**config.mk**
```make
export PLATFORM = sky130hd
export DESIGN_NAME = ahb_lite_decoder_mux
export DESIGN_NICKNAME = d
export VERILOG_FILES = /design/src/rtl/ahb_lite_decoder_mux.sv
export SDC_FILE = /design/constraint.sdc
export NUM_CORES = 1
export LEC_CHECK = 0
export BUFFER_PORTS_ARGS = -buffer_cell sky130_fd_sc_hd__buf_2
export CAP_MARGIN = 20
export CORE_ASPECT_RATIO = 0.5
export CORE_MARGIN = 2
export CORE_UTILIZATION = 47
export DETAILED_ROUTE_END_ITERATION = 12
export PLACE_DENSITY = 0.81
export REMOVE_ABC_BUFFERS = 1
export SLEW_MARGIN = 25
export SYNTH_ARGS = -nofsm -noshare
export SYNTH_HDL_FRONTEND = slang
export SYNTH_SLANG_ARGS = --single-unit
```
**constraint.sdc**
```tcl
create_clock -name clk -period 2.2 [get_ports clk]
set_input_delay 0.11 -clock clk [delete_from_list [all_inputs] [get_ports clk]]
set_output_delay 0.11 -clock clk [all_outputs]
set_load 0.005 [all_outputs]
```
**src/rtl/ahb_lite_decoder_mux.sv**
```systemverilog
`default_nettype none
// ============================================================================
// Module      : ahb_lite_decoder_mux
// Description : AHB-lite address decoder and response multiplexer with an
//               internal default slave, stall timeout and error capture.
// Revision    : 1.0 - initial release
// ============================================================================
module ahb_lite_decoder_mux #(
  parameter int NUM_SLAVES     = 4,
  parameter int ADDR_WIDTH     = 32,
  parameter int DATA_WIDTH     = 32,
  parameter logic [NUM_SLAVES*ADDR_WIDTH-1:0] BASE_ADDRS =
    {32'h1001_4000, 32'h1001_3000, 32'h0C00_0000, 32'h0200_0000},
  parameter logic [NUM_SLAVES*ADDR_WIDTH-1:0] ADDR_MASKS =
    {32'hFFFF_F000, 32'hFFFF_F000, 32'hFC00_0000, 32'hFFFF_0000},
  parameter int TIMEOUT_CYCLES = 256
) (
  input  logic                           clk,
  input  logic                           rst_n,
  input  logic [ADDR_WIDTH-1:0]          CPU_HADDR,
  input  logic [1:0]                     CPU_HTRANS,
  output logic [NUM_SLAVES-1:0]          HSEL,
  input  logic [NUM_SLAVES*DATA_WIDTH-1:0] S_HRDATA,
  input  logic [NUM_SLAVES-1:0]          S_HREADYOUT,
  input  logic [NUM_SLAVES*2-1:0]        S_HRESP,
  output logic [DATA_WIDTH-1:0]          CPU_HRDATA,
  output logic                           CPU_HREADY,
  output logic [1:0]                     CPU_HRESP,
  output logic                           err_valid,
  output logic                           err_timeout,
  output logic [ADDR_WIDTH-1:0]          err_addr,
  input  logic                           err_clr
);

  localparam int c_sel_w = (NUM_SLAVES > 1) ? $clog2(NUM_SLAVES) : 1;
  localparam int c_cnt_w = (TIMEOUT_CYCLES > 1) ? $clog2(TIMEOUT_CYCLES) : 1;

  typedef enum logic [1:0] {
    ST_IDLE  = 2'd0,
    ST_SLAVE = 2'd1,
    ST_ERR1  = 2'd2,
    ST_ERR2  = 2'd3
  } dp_state_t;

  dp_state_t               r_dp_state, w_state_nxt;
  logic [c_sel_w-1:0]      r_dp_sel, w_sel_nxt;
  logic [ADDR_WIDTH-1:0]   r_dp_addr, w_addr_nxt;

  logic                    r_err_valid;
  logic                    r_err_timeout;
  logic [ADDR_WIDTH-1:0]   r_err_addr;

  logic [NUM_SLAVES-1:0]   w_hit;
  logic [NUM_SLAVES-1:0]   w_hsel;
  logic [c_sel_w-1:0]      w_hit_idx;
  logic                    w_hit_any;
  logic [DATA_WIDTH-1:0]   w_rdata [NUM_SLAVES];
  logic [1:0]              w_resp  [NUM_SLAVES];

  logic                    w_hready;
  logic [1:0]              w_hresp;
  logic [DATA_WIDTH-1:0]   w_hrdata;
  logic                    w_accept;
  logic                    w_timeout_fire;
  logic                    w_err_new;
  logic                    w_err_is_to;
  logic [ADDR_WIDTH-1:0]   w_err_addr_new;

  genvar gi;
  generate
    for (gi = 0; gi < NUM_SLAVES; gi++) begin : g_slave
      assign w_hit[gi] = ((CPU_HADDR & ADDR_MASKS[gi*ADDR_WIDTH +: ADDR_WIDTH])
                          == BASE_ADDRS[gi*ADDR_WIDTH +: ADDR_WIDTH]);
      assign w_rdata[gi] = S_HRDATA[gi*DATA_WIDTH +: DATA_WIDTH];
      assign w_resp[gi]  = S_HRESP[gi*2 +: 2];
    end
  endgenerate

  // Scan from the top so the lowest-index hit is the one left standing.
  always_comb begin
    w_hsel    = '0;
    w_hit_idx = '0;
    w_hit_any = 1'b0;
    for (int i = NUM_SLAVES - 1; i >= 0; i--) begin
      if (w_hit[i]) begin
        w_hsel    = '0;
        w_hsel[i] = 1'b1;
        w_hit_idx = c_sel_w'(i);
        w_hit_any = 1'b1;
      end
    end
  end

  always_comb begin
    w_hready = 1'b1;
    w_hresp  = 2'b00;
    w_hrdata = '0;
    case (r_dp_state)
      ST_SLAVE: begin
        w_hready = S_HREADYOUT[r_dp_sel];
        w_hresp  = w_resp[r_dp_sel];
        w_hrdata = w_rdata[r_dp_sel];
      end
      ST_ERR1: begin
        w_hready = 1'b0;
        w_hresp  = 2'b01;
      end
      ST_ERR2: begin
        w_hresp  = 2'b01;
      end
      default: ;
    endcase
  end

  assign w_accept = w_hready & CPU_HTRANS[1];

  generate
    if (TIMEOUT_CYCLES > 0) begin : g_timeout
      localparam logic [c_cnt_w-1:0] c_cnt_last = c_cnt_w'(TIMEOUT_CYCLES - 1);
      logic [c_cnt_w-1:0] r_cnt;
      logic               w_stalled;

      assign w_stalled      = (r_dp_state == ST_SLAVE) && !S_HREADYOUT[r_dp_sel];
      assign w_timeout_fire = w_stalled && (r_cnt == c_cnt_last);

      always_ff @(posedge clk or negedge rst_n) begin
        if (!rst_n) begin
          r_cnt <= '0;
        end else if (w_hready || w_timeout_fire) begin
          r_cnt <= '0;
        end else if (w_stalled) begin
          r_cnt <= r_cnt + 1'b1;
        end
      end
    end else begin : g_no_timeout
      assign w_timeout_fire = 1'b0;
    end
  endgenerate

  // A timeout overrides the stalled slave; ERR1 always moves on since HREADY is low.
  always_comb begin
    w_state_nxt    = r_dp_state;
    w_sel_nxt      = r_dp_sel;
    w_addr_nxt     = r_dp_addr;
    w_err_new      = 1'b0;
    w_err_is_to    = 1'b0;
    w_err_addr_new = CPU_HADDR;
    if (w_timeout_fire) begin
      w_state_nxt    = ST_ERR1;
      w_err_new      = 1'b1;
      w_err_is_to    = 1'b1;
      w_err_addr_new = r_dp_addr;
    end else if (r_dp_state == ST_ERR1) begin
      w_state_nxt = ST_ERR2;
    end else if (w_hready) begin
      if (w_accept) begin
        w_addr_nxt = CPU_HADDR;
        if (w_hit_any) begin
          w_state_nxt = ST_SLAVE;
          w_sel_nxt   = w_hit_idx;
        end else begin
          w_state_nxt = ST_ERR1;
          w_err_new   = 1'b1;
        end
      end else begin
        w_state_nxt = ST_IDLE;
      end
    end
  end

  always_ff @(posedge clk or negedge rst_n) begin
    if (!rst_n) begin
      r_dp_state <= ST_IDLE;
      r_dp_sel   <= '0;
      r_dp_addr  <= '0;
    end else begin
      r_dp_state <= w_state_nxt;
      r_dp_sel   <= w_sel_nxt;
      r_dp_addr  <= w_addr_nxt;
    end
  end

  // A clear coinciding with a fresh error lets the fresh error through.
  always_ff @(posedge clk or negedge rst_n) begin
    if (!rst_n) begin
      r_err_valid   <= 1'b0;
      r_err_timeout <= 1'b0;
      r_err_addr    <= '0;
    end else if (w_err_new && (!r_err_valid || err_clr)) begin
      r_err_valid   <= 1'b1;
      r_err_timeout <= w_err_is_to;
      r_err_addr    <= w_err_addr_new;
    end else if (err_clr) begin
      r_err_valid   <= 1'b0;
      r_err_timeout <= 1'b0;
      r_err_addr    <= '0;
    end
  end

  assign HSEL        = w_hsel;
  assign CPU_HRDATA  = w_hrdata;
  assign CPU_HREADY  = w_hready;
  assign CPU_HRESP   = w_hresp;
  assign err_valid   = r_err_valid;
  assign err_timeout = r_err_timeout;
  assign err_addr    = r_err_addr;

endmodule
`default_nettype wire

```
==> impl_metrics.toml <==
[finish]
stdcell_count = 936
seq_area_um2 = 1950
multiInputGateArea_um2 = 2980
nets = 962
drive_gt1_frac = 0.416
utilization = 0.672
n_fill_cell = 864
areaGrowthSynthToFinish_pct = 35.8
fin_area_um2 = 7020

[critical_path]
path_class = "reg2out"
worstPathMaxFanout = 29
critPathRequiredTime_ns = 2.09
end_kind = "output pin"
critPathArrivalTime_ns = 1.97
start_kind = "register"

[synth]
yosysSeqAreaShare = 0.378
synth_area_leader_cell = "dfrtp_1"
synth_area_um2 = 5170
netlist_top_cells_area = "dfrtp_1, mux4_2, nor2b_1"
synth-edff-count = 0
synth_common_cells = "nand2_1, dfrtp_1, nor2b_1"
async_reset_ff_frac = 1.00
synth.most_common_cell = "nand2_1"
yosys.cell_types.count = 49
yosys_warnings = 0
ys.flop_type = "dfrtp_1"
synthCells = 540
synth.top_cell.area_share = 0.378
syn_avg_cell_area_um2 = 9.57
ys_ff_latch = 78

[clock_network]
clk_pin_slew_worst_paths_ns = 0.06
clockBufferDepth = 2
cts_tree = "built"
clock_latency_ns = 0.34
clock_sinks = 78
cts-root-buf = "clkbuf_16"
numCtsBuffers = 9
htreeDepth = 3

[timing]
tightest_slew_ns = 0.847
drv_slew = 0
slew_headroom = 0.435
setup_tns_ns = 0
rsz0062_at_grt = "false"
fin_crit_ns = 2.08
clock_skew_ns = 0.00699
fmax_ghz = 0.480
setup_viol = 0
hold_viol = 0
finalCritPeriodShare = 0.948
whs_ns = 0.00501
setup_slack_ns = 0.115

[pwr]
combPwrFrac = 0.389
p_clk_frac = 0.243
intPower_mw = 3.96
switching_share = 0.367
pwr-share-seq = 0.367
vdd_ir_drop_max_mv = 0.576
p_per_area_nw_per_um2 = 891
p_total_mw = 6.26
leakagePower_nw = 3.43
p_switching_mw = 2.30

[floorplan]
die_w_um = 152
start_util = 0.495
core-area_um2 = 10400
core.rowCount = 26
boundaryPins = 250
die_y_um = 78.2
die_area_um2 = 11900

[detailed_routing]
drtIter0Drc = 623
ant_nets = 0
via_per_inst = 6.05
dr.pass1.iters = 5
avgRoutedWirePerCell_um = 20.7
routed_wl_mm = 19.4
vias = 5661
route.detailed.drc = 0

[global_routing]
grt_pass1_wl_mm = 30.0
grt_max_degree = 67
grt.overflow.total = 0
grt_usage = 0.321
grt_pass1_vias = 5427
antenna_found_initial = 4

[hold_path]
min_path_type = "in2reg"

[run]
maxCapViolations = 0

[run_status]
status = "complete, no violations"

[placement]
dpl_cell_area_um2 = 6540
io_buffers = 248
dpl.cell_count = 898
dpl.hpwl_mm = 13.6
dp_slack_ns = 0.195
gp_congestion = 0.965
per-layer routing:
layer,track usage,share of wire,routed length (µm),vias to the layer above
li1,-,-,-,2493
met1,0.427,0.39,7650,2750
met2,0.529,0.48,9320,372
met3,0.0806,0.10,2030,44
met4,0.0888,0.021,406,2
met5,0,0.00067,13,-
kinds of logic (layout without fill, tap and decap cells):
| family | Yosys count | in the layout | share of synthesized area |
|---|---|---|---|
| other | 0 | 7 | 0 |
| muxes | 37 | 37 | 0.155 |
| DFF | 78 | 78 | 0.378 |
| and+or+nand+nor | 284 | 284 | 0.283 |
| adders and majority gates | 1 | 1 | 0.00242 |
| xor gates and xnor gates | 1 | 1 | 0.00169 |
| buffers and inverters | 51 | 300 | 0.0503 |
| AOI/OAI and AO/OA | 88 | 88 | 0.130 |
flip-flops by register name, summed over array words and instances, names as in the netlist:
name / flops
err_addr: 32
err_timeout: 1
err_valid: 1
g_timeout.r_cnt: 8
r_dp_addr: 32
r_dp_sel: 2
r_dp_state: 2
what timing repair did:
item | 4_1_cts | 5_1_grt
hold buffers | 15 | 0
cloned | 0 | 0
buffers inserted | 0 | 0
endpoints found under the setup margin | 25 | 5
gates resized for setup | 1 | 2
hold endpoints to repair | 60 | 0
path summary, 6_finish.rpt:
check                                end  slack [ns]  depth (start not counted)     startpoint
max                         CPU_HRESP[0]        0.12                          4    r_dp_sel[0]
max in group asynchronous   err_addr[11]        1.22                          3          rst_n
min reg2reg                 r_dp_addr[5]        0.48                          2   r_dp_addr[5]
min                        r_dp_addr[19]       0.005                          3  CPU_HADDR[19]
max reg2reg                  r_dp_sel[1]        0.16                          5    r_dp_sel[1]
min in group asynchronous    err_addr[3]        0.37                          2          rst_n
area by class of cell:
type,instances,share of cell area
antenna,7,0.00250
clock buffer,11,0.0346
clock inverter,5,0.00838
inverter,4,0.00214
multi-input combinational,411,0.424
sequential,78,0.278
tap,140,0.0250
timing repair buffer,280,0.225
power groups by stage:
stage / registers [mW] / logic (mW) / clock network (mW)
final: 2.30 / 2.43 / 1.52
after CTS: 2.28 / 2.42 / 1.54
after detailed placement: 2.30 / 2.38 / 0
after global placement: 2.28 / 2.31 / 0
after floorplan: 2.26 / 1.27 / 0
after global routing: 2.35 / 2.67 / 1.60
layout by cell type, fill, tap and decap left out, types with 2 or more instances in the layout:
master	count
nor3_1	4
dfrtp_1	77
nand3_1	38
nor2b_1	67
buf_2	247
nand4_1	34
mux4_2	34
a21oi_1	2
o21ai_0	6
inv_1	4
nor4_1	4
o31ai_1	2
nand2b_1	2
a21o_1	3
and3_1	2
buf_12	4
o211ai_1	34
nor2_1	7
nand2_1	111
clkinvlp_4	2
nor3_4	2
diode_2	7
buf_4	13
dlygate4sd3_1	15
a22oi_1	32
clkbuf_16	9
worst max-delay path, cell delays in order, from the launching register on:
cell,delay [ns]
dfrtp_2,0.42
buf_8,0.30
mux4_2,0.58
a21o_1,0.20
buf_2,0.13
Note: power is estimated with default switching activity, not from simulation.
